--- src/rtl/alu_writeback_buffer.sv ---
// Two-entry skid buffer between the function unit and register-file writeback.
// Optional status register enabled by defining STATUS_REG_EN.
module alu_writeback_buffer #(
  parameter int DATA_WIDTH = 32,
  parameter int REG_ADDR_W = 5
) (
  input  logic                  clk,
  input  logic                  rst,
  input  logic                  flush,
  input  logic                  in_valid,
  output logic                  in_ready,
  input  logic [DATA_WIDTH-1:0] Result,
  input  logic                  Overflow,
  input  logic                  CarryOut,
  input  logic                  Negative,
  input  logic                  Zero,
  input  logic                  trap_ovf,
  input  logic [REG_ADDR_W-1:0] dest_reg,
  input  logic                  reg_write,
  output logic                  out_valid,
  input  logic                  out_ready,
  output logic [DATA_WIDTH-1:0] out_result,
  output logic [3:0]            out_flags,
  output logic [REG_ADDR_W-1:0] out_dest,
  output logic                  out_reg_write,
  output logic                  out_exc
`ifdef STATUS_REG_EN
  ,
  input  logic                  status_clr,
  output logic [4:0]            status
`endif
);

  typedef struct packed {
    logic [DATA_WIDTH-1:0] result;
    logic [3:0]            flags;
    logic [REG_ADDR_W-1:0] dest;
    logic                  reg_write;
    logic                  exc;
  } entry_t;

  typedef enum logic [1:0] {EMPTY, ONE, FULL} state_t;

  state_t r_state, w_state_next;
  entry_t r_head, r_tail, w_head_next, w_tail_next, w_in_entry;
  logic   w_accept, w_deliver, w_exc;

  assign in_ready  = (r_state != FULL);
  assign out_valid = (r_state != EMPTY);
  assign w_accept  = in_valid & in_ready;
  assign w_deliver = out_valid & out_ready;

  // Trapped overflow and writes to r0 never reach the register file.
  assign w_exc = trap_ovf & Overflow;
  always_comb begin
    w_in_entry.result    = Result;
    w_in_entry.flags     = {Overflow, CarryOut, Negative, Zero};
    w_in_entry.dest      = dest_reg;
    w_in_entry.reg_write = reg_write & ~w_exc & (dest_reg != '0);
    w_in_entry.exc       = w_exc;
  end

  always_comb begin
    w_state_next = r_state;
    w_head_next  = r_head;
    w_tail_next  = r_tail;
    unique case (r_state)
      EMPTY: begin
        if (w_accept) begin
          w_head_next  = w_in_entry;
          w_state_next = ONE;
        end
      end
      ONE: begin
        if (w_accept && !w_deliver) begin
          w_tail_next  = w_in_entry;
          w_state_next = FULL;
        end else if (!w_accept && w_deliver) begin
          w_state_next = EMPTY;
        end else if (w_accept && w_deliver) begin
          w_head_next  = w_in_entry;
        end
      end
      FULL: begin
        if (w_deliver) begin
          w_head_next  = r_tail;
          w_state_next = ONE;
        end
      end
      default: w_state_next = EMPTY;
    endcase
    // A same-cycle accept is dropped; a same-cycle deliver already happened downstream.
    if (flush) w_state_next = EMPTY;
  end

  always_ff @(posedge clk) begin
    if (rst) begin
      r_state <= EMPTY;
      r_head  <= '0;
      r_tail  <= '0;
    end else begin
      r_state <= w_state_next;
      r_head  <= w_head_next;
      r_tail  <= w_tail_next;
    end
  end

  assign out_result    = r_head.result;
  assign out_flags     = r_head.flags;
  assign out_dest      = r_head.dest;
  assign out_reg_write = r_head.reg_write;
  assign out_exc       = r_head.exc;

`ifdef STATUS_REG_EN
  logic [4:0] r_status;
  logic       w_sticky_next;

  // Sticky set from a delivered exception wins over a same-cycle clear.
  assign w_sticky_next = (r_status[4] & ~status_clr) | (w_deliver & r_head.exc);

  always_ff @(posedge clk) begin
    if (rst) begin
      r_status <= '0;
    end else begin
      r_status[4] <= w_sticky_next;
      if (w_deliver) begin
        r_status[3:0] <= {r_head.flags[2:0], 1'b1};
      end else if (status_clr) begin
        r_status[3:0] <= '0;
      end
    end
  end

  assign status = r_status;
`endif

endmodule

--- config.mk ---
export PLATFORM = sky130hd
export DESIGN_NAME = alu_writeback_buffer
export DESIGN_NICKNAME = d
export VERILOG_FILES = /design/src/rtl/alu_writeback_buffer.sv
export SDC_FILE = /design/constraint.sdc
export NUM_CORES = 1
export LEC_CHECK = 0
export BUFFER_PORTS_ARGS = -buffer_cell sky130_fd_sc_hd__clkbuf_2
export CAP_MARGIN = 30
export CORE_UTILIZATION = 30
export CTS_CLUSTER_DIAMETER = 40
export DETAILED_ROUTE_END_ITERATION = 10
export HOLD_SLACK_MARGIN = 0.08
export RECOVER_POWER = 50
export SLEW_MARGIN = 20
export SYNTH_ARGS = -nofsm -noshare
export SYNTH_HDL_FRONTEND = slang
export SYNTH_SLANG_ARGS = --single-unit
--- constraint.sdc ---
create_clock -name clk -period 3.1 [get_ports clk]
set_input_delay 0.31 -clock clk [delete_from_list [all_inputs] [get_ports clk]]
set_output_delay 0.31 -clock clk [all_outputs]
set_load 0.05 [all_outputs]
==> metrics, run 1 <==
CTS sink count=88; NumNets Final=535; Ports=93; synthesis-to-finish area growth=19.9%; Placer Congestion=0.763; # hold bufs at CTS=0; setup tns final=0 ns; fmax=0.395 GHz; slew margin rel.=0.182; vias per cell=5.28; antenna-violating nets left=0; Clk pin slew, worst setup/hold paths=0.07 ns; crit-path max FO=24; final critical-path required period=2.53 ns; detailed placement HPWL=7.15 mm; initial antenna violation count=0; Pre-antenna DRT Iters=5; leak pwr=0.00197 µW; sequential element share of the synthesized area=0.434; top cells by instance count after synthesis=88 x dfxtp_1, 86 x nand2_1, 44 x a21oi_1, 43 x a221oi_1, 41 x mux2i_1; Non-Filler Instances=665; Tcrit/Tclk final=0.817; total grt overflow=0; Synthesized Nets=469; Clk Latency, worst-skew pair=0.35 ns; number of global-route vias before repair=3,443; Port Buffers=92; CTS HTree Levels=3; wire per inst=17.0 µm; Synth area leader=dfxtp_1; unrepaired setup endpoints after global routing=false; dominant cell type by count on the critical path=nand2_1; All-Layer GR Usage=0.165; final setup fails=0; slowest library cell on the worst path=clkbuf_1; Setup CP Type=reg2reg; Distinct cells, synth=29; clk root buf=clkbuf_16; drt drc=0; synthesized area=4060 µm²; maximum capacitance violations=0; chip height=118 µm; Syn Area/Cell=9.71 µm²; Synthesis Warnings=0; synth top area cells=dfxtp_1 43%, a211oi_2 12%, mux2i_1 10%; Post-synth EDFFs=0; crit-path max cell delay=0.91 ns; n_diodes=0; CORE AREA=13,200 µm²; WL final=11.3 mm; endpoint class of the critical path=flop; worst hold path class=in2reg; CTS Buffer Depth=2; largest net degree at the start of global routing=51; cells along the critical path=nand2b_2, nand2_1, inv_1, ha_1, nand3b_1, clkbuf_1, nand2_1, a21oi_1; Worst setup SP type=flop; CP delay by family, top=buffers and inverters; TritonCTS clock tree=done; total number of vias=3,513; status=finished, final reports clean; # rows=42; total power=2950 µW; Die Footprint=14,000 µm²; post-synthesis async set-or-reset flop share=0; crit path buf inv count=2; chip width=118 µm; worst slew pin tran=1.23 ns; Layout Utilization=0.367; maximum vdd drop=303 µV; synthesized instance count=418; cell area power density=606 nW/µm²; global-route wire length before repair=18.0 mm; Initial Utilization=0.307; post-CTS setup buffers=0; Critical Path RT=3.37 ns; #FFs+latches synth=88; share of cells above drive strength 1=0.241; clk_skew=0.00751 ns; worst hold slack=0.135 ns; final-report max-slew violation count=0; Starting DRT DRC Count=259; top_reg_cell synth=dfxtp_1; CTS resizes=0; Final Hold Vio Count=0; DP Cell Count=649; count leader, synth=dfxtp_1; CTS Buf Count=9; Critical Path AT=2.80 ns; post-synth top area share=0.434
per-layer routing:
metal / track usage / share of wire
met1: 0.193 / 0.42
met2: 0.279 / 0.50
met3: 0.0623 / 0.065
met4: 0.0521 / 0.016
met5: 0 / 0
through the flow:
step / setup WS [ns] / instance area [µm²]
after floorplan: 0.656 / 4060
after CTS: 0.739 / 4930
final: 0.568 / 4870
after global routing: 0.321 / 4870
after global placement: 0.912 / 4590
after detailed placement: 0.843 / 4590
sequential cells by signal (all words and copies together) (netlist names):
register       cells
out_dest           5
out_flags          4
out_result        32
r_tail            43
out_reg_write      1
r_state            2
out_exc            1
worst register-to-register path: stages (launching register included):
cell,delay [ns]
dfxtp_1,0.55
nand2b_2,0.10
nand2_1,0.10
inv_1,0.07
ha_1,0.25
nand3b_1,0.13
clkbuf_1,0.91
nand2_1,0.14
a21oi_1,0.19
cells by family after synthesis:
family          synth area share
compound gates             0.286
mux                        0.105
fa+ha+maj                0.00925
flops                      0.434
buf+inv                   0.0617
simple gates               0.104
area by class of cell:
cell class	instances	area, µm²
Fill cell	1405	8380
Multi-Input combinational cell	279	2050
Sequential cell	88	1760
Inverter	3	11.3
Tap cell	176	220
Clock buffer	10	229
Clock inverter	6	108
Timing Repair Buffer	103	483
final timing paths:
check	depth (start not counted)	slack [ns]	from	end
min reg2reg	2	0.45	r_tail[16]	r_tail[16]
max	8	0.57	r_state[1]	r_tail[9]
max reg2reg	8	0.57	r_state[1]	r_tail[9]
min	2	0.14	flush	r_state[1]
power by group:
part	switching (µW)	total, µW	internal (µW)	leakage, µW
clock network	456	1240	785	0.000162
registers	36.9	1230	1190	0.000721
logic	346	482	136	0.00108
cell usage in the layout (no fill, tap or decap), drive strengths merged:
cell type,instances
clkbuf,103
dfxtp,88
nand2,86
a21oi,44
a221oi,43
mux2i,41
a211oi,41
buf,10
nand3,4
bufinv,3
inv,3
ha,3
and3b,2
nor3,2
o211ai,2
a311oi,2
clkinv,2
nand2b,1
or2,1
mux2,1
nor4b,1
a22o,1
nand3b,1
o22a,1
or4,1
a21boi,1
clkinvlp,1
No activity file was read; power rests on OpenSTA's default activity.
==> run 2: changes to the inputs <==
==> constraint.sdc (replaced) <==
create_clock -name clk -period 2 [get_ports clk]
set_input_delay 0.2 -clock clk [delete_from_list [all_inputs] [get_ports clk]]
set_output_delay 0.2 -clock clk [all_outputs]
set_load 0.05 [all_outputs]
==> run 2 against run 1 <==
The run now ends with setup timing left. Setup slack got worse by 0.63 ns. First-iteration DRC count fell by 16%. Non-clock buffer count up 24. Register-to-register slack lost 0.63 ns. Design area grew 8.7%. Clock-buffer cell count up 2. Clock power increased by 33%. Final cell count is 3.5% higher. Hold slack lost 0.038 ns. Flip-flop and latch count unchanged. Power is 49% higher. Core utilization rose by 3.2 points. Largest cell class unchanged. Largest power group is now sequential cells.
==> metrics, run 2 (synthesized netlist as in run 1, its figures left out) <==
status=finished with violations; failing checks=setup timing; total number of vias=3,586; TritonCTS clock tree=done; leak pwr=0.00216 µW; n_diodes=0; NumNets Final=559; crit-path max FO=8; wire per inst=17.3 µm; drt drc=0; Pre-antenna DRT Iters=4; setup tns final=-1.53 ns; wire length on met2=6.05 mm; worst hold path class=in2reg; register area=1760 µm²; fmax=0.486 GHz; final-report max-slew violation count=0; maximum vdd drop=491 µV; slew margin rel.=0.550; area of the multi-input gates=2110 µm²; unrepaired setup endpoints after global routing=true; Initial Utilization=0.307; All-Layer GR Usage=0.162; Starting DRT DRC Count=218; Worst setup SP type=flop; Most flops, register=r_tail; Critical Path AT=2.26 ns; most common cell after layout, fill and taps aside=dfxtp_1; synthesis-to-finish area growth=30.3%; chip width=118 µm; global-route wire length before repair=17.9 mm; worst slew pin tran=0.678 ns; Largest register FFs=43; antenna-violating nets left=0; # rows=42; CORE AREA=13,200 µm²; Setup WS pre-CTS=0.0262 ns; fillers=1,373; Ports=93; initial antenna violation count=0; Tcrit/Tclk final=1.03; slowest library cell on the worst path=nor4b_4; Placer Congestion=0.732; cell area power density=832 nW/µm²; met1 WL=5.24 mm; CTS Buf Count=9; vias per cell=5.21; final setup fails=41; CTS Buffer Depth=2; CTS sink count=88; Top Layer Used=met4; maximum capacitance violations=0; Layout Utilization=0.399; detailed placement HPWL=7.15 mm; Clk pin slew, worst setup/hold paths=0.06 ns; crit-path max cell delay=0.38 ns; largest net degree at the start of global routing=46; final setup margin=-0.0595 ns; Port Buffers=92; endpoint class of the critical path=flop; Clk Latency, worst-skew pair=0.34 ns; chip height=118 µm; total grt overflow=0; Setup CP Type=reg2reg; Met3 Wirelength=517 µm; final critical-path required period=2.06 ns; clk_skew=0.00675 ns; Critical Path RT=2.20 ns; number of global-route vias before repair=3,466; share of cells above drive strength 1=0.291; Final Hold Vio Count=0; most frequent cells in the layout=86 x dfxtp_1, 84 x nand2_1, 48 x clkbuf_2, 45 x clkbuf_1, 44 x a21oi_1; Die Footprint=14,000 µm²; WL final=11.9 mm; clk root buf=clkbuf_16; CTS HTree Levels=3; cells along the critical path=buf_6, nand2b_4, nand2_4, inv_4, ha_4, nor4b_4, buf_4, a22o_4, clkbuf_16, a211oi_2
## run 2: cell types whose count changed in the layout (fill, tap and decap cells not counted), moves of 3 or more
cell	before	now
buf_12	0	9
buf_4	10	15
buf_6	0	3
clkbuf_16	9	14
dlygate4sd3_1	0	4
## run 2: layer usage
metal	vias to the layer above	track usage
met5	-	0
met4	0	0.0481
met3	6	0.0458
met2	105	0.286
met1	1740	0.190
li1	1735	-
## run 2: critical path: cells and delay by family (launching register included)
family,cells,cell delay (ns)
AOI/OAI and AO/OA,2,0.32
adders and majority gates,1,0.16
buffers and inverters,4,0.57
DFF,1,0.35
and+or+nand+nor,3,0.53
## run 2: per-stage QoR
step                area, µm²  instances  hold slack, ns  power (µW)
floorplan                4130        418           0.272        2520
finish                   5290        688          0.0967        4400
detailed placement       4790        657           0.388        2740
global route             5290        688          0.0837        4600
global placement         4790        657           0.388        2730
CTS                      5120        676          0.0806        4420
## run 2: cell type report
type	instances	area share
inverters	3	0.00260
clock inverters	3	0.00804
repair buffers	127	0.169
clock buffers	12	0.0466
flip-flops and latches	88	0.333
well taps	176	0.0416
multi-input cells	279	0.399
## run 2: report_power, final
group	total, µW	internal [µW]	switching (µW)
clock	1650	994	660
sequential	1900	1840	54.5
combinational	849	286	563
total	4400	3130	1280
## run 2: worst paths after layout
kind / startpoint / to / slack [ns] / cells past startpoint
worst min register to register: r_tail[22] / r_tail[22] / 0.45 / 2
worst min-delay path: Result[26] / r_tail[37] / 0.1 / 3
worst max-delay path: r_state[1] / out_flags[3] / -0.06 / 10
worst max register to register: r_state[1] / out_flags[3] / -0.06 / 10
## run 2: repair_timing
item | CTS | global route
cloned | 0 | 7
hold buffers | 4 | 0
pin swaps | 0 | 6
buffers inserted | 0 | 5
gates resized for setup | 2 | 8
endpoints found under the setup margin | 1 | 43
hold endpoints to repair | 5 | 0
==> run 3: changes to the inputs <==
--- a/config.mk
+++ b/config.mk
@@ -11,6 +11,7 @@
 export CTS_CLUSTER_DIAMETER = 40
 export DETAILED_ROUTE_END_ITERATION = 10
 export HOLD_SLACK_MARGIN = 0.08
+export PLACE_DENSITY_LB_ADDON = 0.2
 export RECOVER_POWER = 50
 export SLEW_MARGIN = 20
 export SYNTH_ARGS = -nofsm -noshare
==> run 3 against run 2 <==
Largest power group unchanged. Clock skew grew 0.0019 ns. The flow now finishes without violations. Fmax grew 5.3%. Critical endpoint is now out_dest[3]. Hold slack lost 0.0071 ns. First-iteration DRC count shrank 7.3%. Combinational power shrank 0.7%. Register-to-register slack gained 0.10 ns. Design area shrank 0.57%.
==> metrics, run 3 (synthesized netlist as in run 1, its figures left out) <==
largest net degree at the start of global routing=89; clk root buf=clkbuf_16; chip height=118 µm; Final Hold Vio Count=0; clk_skew=0.00866 ns; Layout Utilization=0.397; initial antenna violation count=0; Non-Filler Instances=687; Largest register FFs=43; register area=1770 µm²; worst slew pin tran=0.632 ns; most frequent cells in the layout=86 x dfxtp_1, 84 x nand2_1, 47 x clkbuf_2, 44 x a21oi_1, 44 x clkbuf_1; Ports=93; slew margin rel.=0.580; Critical Path AT=2.16 ns; share of cells above drive strength 1=0.295; cell area power density=851 nW/µm²; unrepaired setup endpoints after global routing=true; Critical Path RT=2.21 ns; NumNets Final=557; synthesis-to-finish area growth=29.6%; global-route wire length before repair=18.3 mm; chip width=118 µm; CTS Buf Count=9; total grt overflow=0; fmax=0.511 GHz; placed inst area=4780 µm²; area of the multi-input gates=2110 µm²; endpoint class of the critical path=flop; drt drc=0; crit-path max FO=8; DP Cell Count=660; Pre-antenna DRT Iters=4; Port Buffers=92; CTS HTree Levels=3; Setup CP Type=reg2reg; detailed placement HPWL=7.22 mm; most common cell after layout, fill and taps aside=dfxtp_1; # rows=42; RR Endpoint=out_dest[3]; status=finished, final reports clean; maximum capacitance violations=0; Placer Congestion=0.741; Worst setup SP type=flop; worst r2r src=r_state[1]; Worst Min Path Start=Result[24]; Tcrit/Tclk final=0.978; Most flops, register=r_tail; CTS Buffer Depth=2; CORE AREA=13,200 µm²; maximum vdd drop=608 µV; Die Footprint=14,000 µm²; finished layout cell area=5260 µm²; n_diodes=0; vias per cell=5.26; R2R cell count=9; fillers=1,366; Clk Latency, worst-skew pair=0.34 ns; CP endpoint=out_dest[3]; total number of vias=3,615; worst reg2reg setup slack=0.04 ns; final setup fails=0; wire per inst=17.5 µm; CTS sink count=88; final-report max-slew violation count=0; Clk pin slew, worst setup/hold paths=0.06 ns; number of global-route vias before repair=3,483; antenna-violating nets left=0; All-Layer GR Usage=0.166; TritonCTS clock tree=done; leak pwr=0.00214 µW; Initial Utilization=0.307; Starting DRT DRC Count=202; WL final=12.0 mm; worst hold path class=in2reg; Crit. Startpoint=r_state[1]; final critical-path required period=1.96 ns
## run 3: layout make-up
type	count	area share
clock buffers	10	0.0454
repair buffers	125	0.160
inverters	3	0.00309
clock inverters	6	0.0131
well taps	176	0.0419
flip-flops and latches	88	0.336
multi-input cells	279	0.401
## run 3: repair_timing
item	CTS	global route
hold buffers	2	0
gates resized for setup	3	14
pin swaps	0	6
setup endpoints to repair	3	43
setup buffers	0	2
cloned	0	7
endpoints found under the hold margin	3	0
## run 3: stage by stage
step	power (µW)	setup slack [ns]	hold slack, ns	TNS (ns)
floorplan	2520	-0.0866	0.272	-3.39
global placement	2740	0.0628	0.383	0
detailed placement	2740	-0.0103	0.386	-0.0113
CTS	4490	0.0140	0.0825	0
global route	4660	-0.0322	0.0893	-0.555
finish	4470	0.0440	0.0896	0
## run 3: worst max-delay path, cell delays in order (launching register included)
cell       delay, ns
dfxtp_4         0.36
or2_4           0.24
nand2_4         0.10
inv_4           0.04
ha_4            0.15
nor4b_4         0.22
buf_6           0.17
a22o_4          0.26
clkbuf_16       0.21
a211oi_2        0.06
## run 3: worst min path at each step
stage	to	slack [ns]	cells past startpoint
after floorplan	r_state[0]	0.27	1
after global placement	r_state[0]	0.38	2
after detailed placement	r_state[0]	0.39	2
after CTS	r_tail[34]	0.08	3
after global routing	r_tail[27]	0.09	3
final	r_tail[35]	0.09	3
## run 3: metal layers
layer / share of wire / track usage / vias up
met2: 0.48 / 0.280 / 101
met4: 0.0094 / 0.0457 / 0
met1: 0.46 / 0.212 / 1778
met3: 0.049 / 0.0376 / 11
li1: - / - / 1725
met5: 0 / 0 / -
## run 3: where the power goes
group | switching [µW] | leakage [µW] | internal (µW)
clock network | 724 | 0.000149 | 1010
registers | 57.3 | 0.000722 | 1840
logic | 562 | 0.00127 | 280
total | 1340 | 0.00214 | 3130
